### config.mk
export PLATFORM = sky130hd
export DESIGN_NAME = trigger_burst_ctrl_flat
export DESIGN_NICKNAME = d
export VERILOG_FILES = /design/src/rtl/trigger_burst_ctrl_pkg.sv /design/src/rtl/trigger_burst_ctrl_if.sv /design/src/rtl/trigger_burst_ctrl_edge_detect.sv /design/src/rtl/trigger_burst_ctrl.sv /design/src/flat_wrapper.sv
export SDC_FILE = /design/constraint.sdc
export NUM_CORES = 1
export LEC_CHECK = 0
export ABC_AREA = 1
export BUFFER_PORTS_ARGS = -buffer_cell sky130_fd_sc_hd__clkbuf_2
export CORE_ASPECT_RATIO = 1.25
export CORE_MARGIN = 1
export CORE_UTILIZATION = 30
export CTS_BUF_LIST = sky130_fd_sc_hd__clkbuf_4
export DETAILED_ROUTE_END_ITERATION = 6
export HOLD_SLACK_MARGIN = 0.03
export PLACE_DENSITY = 0.47
export SYNTH_ARGS = -nofsm -noshare
export SYNTH_HDL_FRONTEND = slang
export SYNTH_SLANG_ARGS = --single-unit
### constraint.sdc
create_clock -name clk -period 5.8 [get_ports clk]
set_clock_uncertainty 0.1 [all_clocks]
set_input_delay 1.16 -clock clk [delete_from_list [all_inputs] [get_ports clk]]
set_output_delay 1.16 -clock clk [all_outputs]
set_load 0.02 [all_outputs]
### src/rtl/trigger_burst_ctrl_pkg.sv
// Shared types and constants for the trigger burst sequencer.
// Holds the FSM state encoding, the default counter width and the config flag bit positions.
package trigger_burst_ctrl_pkg;

    localparam int COUNT_WIDTH_DEF = 32;

    // Position of the enable flag in config flags register 0.
    localparam int FLAG_ENABLE_BIT = 0;

    typedef enum logic [1:0] {
        IDLE  = 2'd0,
        BURST = 2'd1,
        GAP   = 2'd2
    } state_e;

endpackage

### src/rtl/trigger_burst_ctrl_if.sv
// Control, config and status bundle between the register block, the sequencer and the pulse generator.
// start and stop are single-cycle request strobes with no handshake; done and aborted are single-cycle status strobes.
interface trigger_burst_ctrl_if
    import trigger_burst_ctrl_pkg::*;
#(
    parameter int COUNT_WIDTH = COUNT_WIDTH_DEF
) ();

    logic                   enable;
    logic                   start;
    logic                   stop;
    logic [COUNT_WIDTH-1:0] cfg_pulses;
    logic [COUNT_WIDTH-1:0] cfg_gap;
    logic [COUNT_WIDTH-1:0] cfg_bursts;
    logic                   trig_in;
    logic                   gen_run;
    logic                   busy;
    logic                   done;
    logic                   aborted;
    logic [COUNT_WIDTH-1:0] pulse_cnt;
    logic [COUNT_WIDTH-1:0] burst_cnt;

    modport master (
        output enable, start, stop, cfg_pulses, cfg_gap, cfg_bursts, trig_in,
        input  gen_run, busy, done, aborted, pulse_cnt, burst_cnt
    );

    modport slave (
        input  enable, start, stop, cfg_pulses, cfg_gap, cfg_bursts, trig_in,
        output gen_run, busy, done, aborted, pulse_cnt, burst_cnt
    );

endinterface

### src/rtl/trigger_burst_ctrl_edge_detect.sv
// Registered rise/fall detector for a single generator output.
// Edges are reported combinationally in the cycle the new level is first seen.
module trigger_burst_ctrl_edge_detect (
    input  logic clk,
    input  logic resetn,
    input  logic i_sig,
    output logic o_rise,
    output logic o_fall
);

    logic r_sig_q;

    always_ff @(posedge clk) begin
        if (!resetn) begin
            r_sig_q <= 1'b0;
        end else begin
            r_sig_q <= i_sig;
        end
    end

    assign o_rise = i_sig & ~r_sig_q;
    assign o_fall = ~i_sig & r_sig_q;

endmodule

### src/rtl/trigger_burst_ctrl.sv
// Burst sequencer: gates a free-running pulse generator into N-pulse bursts separated by idle gaps.
// Config is shadowed on the accepted start; pulses are counted on falling edges of trig_in.
module trigger_burst_ctrl
    import trigger_burst_ctrl_pkg::*;
#(
    parameter int COUNT_WIDTH = COUNT_WIDTH_DEF
) (
    input  logic                 clk,
    input  logic                 resetn,
    trigger_burst_ctrl_if.slave  bus,
    output state_e               o_dbg_state
);

    localparam logic [COUNT_WIDTH-1:0] ONE = COUNT_WIDTH'(1);

    state_e                 r_state;
    logic                   r_gen_run;
    logic                   r_busy;
    logic                   r_done;
    logic                   r_aborted;
    logic [COUNT_WIDTH-1:0] r_pulse_cnt;
    logic [COUNT_WIDTH-1:0] r_burst_cnt;
    logic [COUNT_WIDTH-1:0] r_gap_cnt;
    logic [COUNT_WIDTH-1:0] r_sh_pulses;
    logic [COUNT_WIDTH-1:0] r_sh_gap;
    logic [COUNT_WIDTH-1:0] r_sh_bursts;

    logic                   w_trig_fall;
    logic                   w_unused_trig_rise;
    logic                   w_start_ok;
    logic                   w_last_pulse;
    logic                   w_last_burst;
    logic [COUNT_WIDTH-1:0] w_pulse_next;
    logic [COUNT_WIDTH-1:0] w_burst_next;
    logic [COUNT_WIDTH-1:0] w_gap_load;

    trigger_burst_ctrl_edge_detect u_trig_edge (
        .clk    (clk),
        .resetn (resetn),
        .i_sig  (bus.trig_in),
        .o_rise (w_unused_trig_rise),
        .o_fall (w_trig_fall)
    );

    assign w_start_ok   = bus.start & bus.enable & ~bus.stop & (bus.cfg_pulses != '0);
    assign w_pulse_next = r_pulse_cnt + ONE;
    assign w_burst_next = r_burst_cnt + ONE;
    assign w_last_pulse = (w_pulse_next == r_sh_pulses);
    assign w_last_burst = (r_sh_bursts != '0) && (w_burst_next == r_sh_bursts);
    // A zero gap still drops gen_run for one cycle so the generator re-phases.
    assign w_gap_load   = (r_sh_gap == '0) ? ONE : r_sh_gap;

    always_ff @(posedge clk) begin
        if (!resetn) begin
            r_state     <= IDLE;
            r_gen_run   <= 1'b0;
            r_busy      <= 1'b0;
            r_done      <= 1'b0;
            r_aborted   <= 1'b0;
            r_pulse_cnt <= '0;
            r_burst_cnt <= '0;
            r_gap_cnt   <= '0;
            r_sh_pulses <= '0;
            r_sh_gap    <= '0;
            r_sh_bursts <= '0;
        end else begin
            r_done    <= 1'b0;
            r_aborted <= 1'b0;
            case (r_state)
                IDLE: begin
                    if (w_start_ok) begin
                        r_sh_pulses <= bus.cfg_pulses;
                        r_sh_gap    <= bus.cfg_gap;
                        r_sh_bursts <= bus.cfg_bursts;
                        r_pulse_cnt <= '0;
                        r_burst_cnt <= '0;
                        r_gen_run   <= 1'b1;
                        r_busy      <= 1'b1;
                        r_state     <= BURST;
                    end
                end
                BURST: begin
                    if (bus.stop) begin
                        r_state   <= IDLE;
                        r_gen_run <= 1'b0;
                        r_busy    <= 1'b0;
                        r_aborted <= 1'b1;
                    end else if (w_trig_fall && r_gen_run) begin
                        r_pulse_cnt <= w_pulse_next;
                        if (w_last_pulse) begin
                            r_burst_cnt <= w_burst_next;
                            r_gen_run   <= 1'b0;
                            if (w_last_burst) begin
                                r_state <= IDLE;
                                r_busy  <= 1'b0;
                                r_done  <= 1'b1;
                            end else begin
                                r_state   <= GAP;
                                r_gap_cnt <= w_gap_load;
                            end
                        end
                    end
                end
                GAP: begin
                    if (bus.stop) begin
                        r_state   <= IDLE;
                        r_gen_run <= 1'b0;
                        r_busy    <= 1'b0;
                        r_aborted <= 1'b1;
                    end else if (r_gap_cnt == ONE) begin
                        r_state     <= BURST;
                        r_gen_run   <= 1'b1;
                        r_pulse_cnt <= '0;
                    end else begin
                        r_gap_cnt <= r_gap_cnt - ONE;
                    end
                end
                default: begin
                    r_state   <= IDLE;
                    r_gen_run <= 1'b0;
                    r_busy    <= 1'b0;
                end
            endcase
        end
    end

    assign bus.gen_run   = r_gen_run;
    assign bus.busy      = r_busy;
    assign bus.done      = r_done;
    assign bus.aborted   = r_aborted;
    assign bus.pulse_cnt = r_pulse_cnt;
    assign bus.burst_cnt = r_burst_cnt;
    assign o_dbg_state   = r_state;

endmodule

### src/flat_wrapper.sv
// flat-port wrapper written by rule: the top's interface ports become plain ports
module trigger_burst_ctrl_flat import trigger_burst_ctrl_pkg::*;
#(
    parameter int COUNT_WIDTH = COUNT_WIDTH_DEF
)
  (clk, resetn, o_dbg_state, bus_enable, bus_start, bus_stop, bus_cfg_pulses, bus_cfg_gap, bus_cfg_bursts, bus_trig_in, bus_gen_run, bus_busy, bus_done, bus_aborted, bus_pulse_cnt, bus_burst_cnt);
  trigger_burst_ctrl_if #(.COUNT_WIDTH(COUNT_WIDTH)) bus_i ();
  input  logic clk;
  input  logic resetn;
  output state_e o_dbg_state;
  input wire logic [$bits(bus_i.enable)-1:0] bus_enable;
  input wire logic [$bits(bus_i.start)-1:0] bus_start;
  input wire logic [$bits(bus_i.stop)-1:0] bus_stop;
  input wire logic [$bits(bus_i.cfg_pulses)-1:0] bus_cfg_pulses;
  input wire logic [$bits(bus_i.cfg_gap)-1:0] bus_cfg_gap;
  input wire logic [$bits(bus_i.cfg_bursts)-1:0] bus_cfg_bursts;
  input wire logic [$bits(bus_i.trig_in)-1:0] bus_trig_in;
  output wire logic [$bits(bus_i.gen_run)-1:0] bus_gen_run;
  output wire logic [$bits(bus_i.busy)-1:0] bus_busy;
  output wire logic [$bits(bus_i.done)-1:0] bus_done;
  output wire logic [$bits(bus_i.aborted)-1:0] bus_aborted;
  output wire logic [$bits(bus_i.pulse_cnt)-1:0] bus_pulse_cnt;
  output wire logic [$bits(bus_i.burst_cnt)-1:0] bus_burst_cnt;
  assign bus_i.enable = bus_enable;
  assign bus_i.start = bus_start;
  assign bus_i.stop = bus_stop;
  assign bus_i.cfg_pulses = bus_cfg_pulses;
  assign bus_i.cfg_gap = bus_cfg_gap;
  assign bus_i.cfg_bursts = bus_cfg_bursts;
  assign bus_i.trig_in = bus_trig_in;
  assign bus_gen_run = bus_i.gen_run;
  assign bus_busy = bus_i.busy;
  assign bus_done = bus_i.done;
  assign bus_aborted = bus_i.aborted;
  assign bus_pulse_cnt = bus_i.pulse_cnt;
  assign bus_burst_cnt = bus_i.burst_cnt;
  trigger_burst_ctrl #(.COUNT_WIDTH(COUNT_WIDTH)) u_core (.clk(clk), .resetn(resetn), .bus(bus_i), .o_dbg_state(o_dbg_state));
endmodule
==> impl_metrics.csv <==
group,metric,value,unit
timing,min_period,3860,ps
clock_network,cts_hold_buf,0,
die,ios,172,
detailed_routing,via_per_inst,4.89,
grt,grt_use_total,0.208,
timing,setup-tns-final,0,ps
grt,antenna_found_initial,2,
timing,rsz0062_at_grt,"no",
detailed_routing,avgRoutedWirePerCell,15.9,um
synth,yosys.area.top_type,"dfxtp_1",
pwr,power_leakage,6.02,nW
die,core_area,40000,sq um
grt,grt_pass1_wl,66.9,mm
critical_path,critPathKind,"flip-flop to flip-flop",
clock_network,clockRootBuffer,"clkbuf_4",
timing,slew_headroom,0.0892,
placed_design,place_ws,1720,ps
cells_and_area,layout-drive-gt1-share,0.112,
synth,seq_area_frac_synth,0.328,
cells_and_area,synthToLayoutAreaGrowth,12.3,%
cells_and_area,fill_cells,4530,
synth,yosys_warnings,0,
clock_network,cts_tree,"yes",
placed_design,dpl.hpwl,31.7,mm
worst_hold_path,holdPathStages,2,
detailed_routing,antenna_left,0,
die,num_rows,82,
synth,synth-main-ff-cell,"dfxtp_1",
critical_path,rrSetupSlack,1940,ps
pwr,p_sw,2.73,mW
synth,synthCells,2036,
detailed_routing,m1WireLength,19.0,mm
die,initial_core_util,0.304,
critical_path,worst-r2r-cell-count,16,
placed_design,portBuffers,171,
synth,async_reset_ff_frac,0,
synth,synth_area,12100,sq um
clock_network,cts.clk_slew.worst_paths,160,ps
job,drv_cap,0,
synth,synth_cell_types,39,
pwr,p_comb_frac,0.524,
critical_path,cp-start-kind,"flip-flop",
worst_hold_path,hold_path.startpoint,"u_core.r_sh_pulses[25]$_SDFFE_PN0P_",
clock_network,insertion_delay,670,ps
pwr,power.share.sequential,0.342,
synth,ys_top_cells_by_area,"dfxtp_1 33%, nand2_1 17%, nor2_1 8.2%",
detailed_routing,wl_met3,1.67,mm
detailed_routing,routed_wl,42.5,mm
placed_design,post-place-cells,2642,
critical_path,worst-path-max-fanout,53,
synth,synth_common_cells,"562 x nand2_1, 266 x nor2_1, 254 x inv_1",
detailed_routing,detail_route.first_pass.iterations,5,
die,die_width,182,um
detailed_routing,dr.first_iter.drc_count,725,
synth,synth_top_area_frac,0.328,
pwr,clkPwrFrac,0.134,
timing,hold_viol_final,0,
die,die_area,41300,sq um
cells_and_area,seq_area,3980,sq um
outcome,status,"complete, no violations",
die,die_h,227,um
grt,grt_pass1_vias,12400,
pwr,power,5.38,mW
timing,clock.fmax,259,MHz
cells_and_area,fin_cells,2675,
clock_network,clkSinkCount,199,
detailed_routing,drc,0,
clock_network,cts_setup_buffers,0,
critical_path,rr_endpoint,"u_core.r_gap_cnt[30]$_SDFFE_PN0P_",
pwr,ir_worst_vdd,0.177,mV
pwr,p_sw_frac,0.508,
cells_and_area,fin_nets,2267,
clock_network,cts-resized-gates,0,
detailed_routing,num_vias,13100,
grt,overflow,0,
worst_hold_path,worstHoldEndpoint,"u_core.r_sh_pulses[25]$_SDFFE_PN0P_",
timing,period_share,0.666,
synth,syn_nets,2146,
critical_path,endpoint_kind,"flip-flop",
detailed_routing,top_layer_used,"met5",
critical_path,reg2reg_from,"u_core.bus.burst_cnt[0]$_SDFFE_PN0P_",
synth,post-synth-top-count-cell,"nand2_1",
timing,worstMarginPinSlew,1360,ps
timing,slew_viol_final,0,
clock_network,cts_buffer_depth,2,
cells_and_area,multi_input_area,6860,sq um
grt,grt_max_degree,69,
clock_network,htree_levels,4,
pwr,p_int,2.65,mW
timing,setup_viol,0,
placed_design,place_congestion,0.906,
detailed_routing,route.met2.wl,20.6,mm
worst_hold_path,hp-class,"flip-flop to flip-flop",
critical_path,required,6280,ps
synth,yosys_register_bits,199,
pwr,power_density,394,nW/um^2
critical_path,critical_path_arrival,4350,ps
cells_and_area,final_core_util,0.341,
synth,syn_area_per_cell,5.97,sq um
timing,finalWorstSetupSlack,1940,ps
clock_network,numCtsBuffers,17,
synth,synth-edff-count,0,
==> critical path, cell delays in order, from the launching register on <==
cell,delay (ps)
dfxtp_1,520
ha_1,270
nand3_1,150
nor2_1,450
nand3_1,210
nand2_1,140
nand2_1,80
nand2_1,70
nand2_1,50
nor2_1,130
nand3_1,90
nor2_1,230
nand4_2,380
nand3_4,630
nand2_1,130
inv_1,90
nor2_1,40
==> power by group through the flow <==
| stage | Sequential [mW] | Combinational [mW] | Clock (mW) |
|---|---|---|---|
| 5_1_grt | 1.88 | 3.21 | 0.807 |
| 4_1_cts | 1.84 | 2.84 | 0.766 |
| 2_1_floorplan | 1.89 | 1.99 | 0 |
| 3_5_place_dp | 1.87 | 2.83 | 0 |
| 6_report | 1.84 | 2.82 | 0.719 |
| 3_3_place_gp | 1.87 | 2.82 | 0 |
==> placed cells by master (no fill, tap or decap), types with 2 or more instances in the layout <==
cell type	instances
a211oi_1	2
a21oi_1	188
a31oi_1	2
buf_4	10
clkbuf_2	170
clkbuf_4	17
clkinv_1	4
clkinv_2	5
clkinvlp_4	5
dfxtp_1	199
ha_1	7
inv_1	254
inv_2	7
nand2_1	562
nand2_2	4
nand3_1	158
nand3_2	2
nand3_4	2
nand3b_1	9
nand4_1	70
nor2_1	266
nor2_2	4
nor2_4	8
nor2b_1	3
nor3_1	9
nor4_1	12
o21ai_0	152
o21ai_1	4
o22ai_1	4
or2_2	2
xor2_1	15
==> worst max-delay path by stage <==
stage | slack [ps] | end | startpoint | cells after the start
final | 1940 | u_core.r_gap_cnt[30]$_SDFFE_PN0P_ | u_core.bus.burst_cnt[0]$_SDFFE_PN0P_ | 16
after global placement | 1670 | u_core.bus.pulse_cnt[0]$_SDFFE_PN0P_ | bus_cfg_pulses[0] | 11
after detailed placement | 1720 | u_core.bus.pulse_cnt[0]$_SDFFE_PN0P_ | bus_cfg_pulses[0] | 11
after global routing | 1470 | u_core.bus.burst_cnt[4]$_SDFFE_PN0P_ | u_core.bus.pulse_cnt[0]$_SDFFE_PN0P_ | 18
after floorplan | 2940 | u_core.bus.pulse_cnt[30]$_SDFFE_PN0P_ | bus_cfg_pulses[8] | 9
after CTS | 1930 | u_core.bus.burst_cnt[0]$_SDFFE_PN0P_ | u_core.bus.pulse_cnt[0]$_SDFFE_PN0P_ | 18
==> cell type report <==
cell class / count / area share
inverter: 262 / 0.0721
antenna: 1 / 0.000183
timing repair buffer: 181 / 0.0693
tap: 504 / 0.0462
clock buffer: 17 / 0.00936
clock inverter: 15 / 0.00825
sequential: 199 / 0.292
multi-input combinational: 1496 / 0.503
==> per-layer routing <==
metal / vias up / global-route usage
li1: 6798 / -
met1: 5933 / 0.255
met2: 302 / 0.366
met3: 55 / 0.0306
met4: 2 / 0.0832
met5: - / 0
==> registers in the layout (all words and copies together), names as in the netlist <==
name                        cells
u_core.r_sh_bursts             32
u_core.bus.burst_cnt           32
u_core.o_dbg_state              2
u_core.bus.aborted              1
u_core.bus.gen_run              1
u_core.r_sh_gap                32
u_core.bus.pulse_cnt           32
u_core.bus.busy                 1
u_core.bus.done                 1
u_core.u_trig_edge.r_sig_q      1
u_core.r_sh_pulses             32
u_core.r_gap_cnt               32
==> cell families (layout without fill, tap and decap cells) <==
family                   after synthesis  in the layout  share of synthesized area
XOR/XNOR                              17             17                     0.0134
buffers and inverters                341            475                      0.109
AND/OR/NAND/NOR                     1115           1115                      0.392
other                                  0              1                          0
AO/OA/AOI/OAI                        356            356                      0.149
flip-flops                           199            199                      0.328
adder cells (fa/ha/maj)                8              8                    0.00824
==> per-stage QoR <==
stage,cell area (sq um),hold WS (ps)
2_1_floorplan,12100,334
3_3_place_gp,13400,353
3_5_place_dp,13400,356
4_1_cts,13600,377
5_1_grt,13600,397
6_report,13600,370
Note: power is estimated with default switching activity, not from simulation.
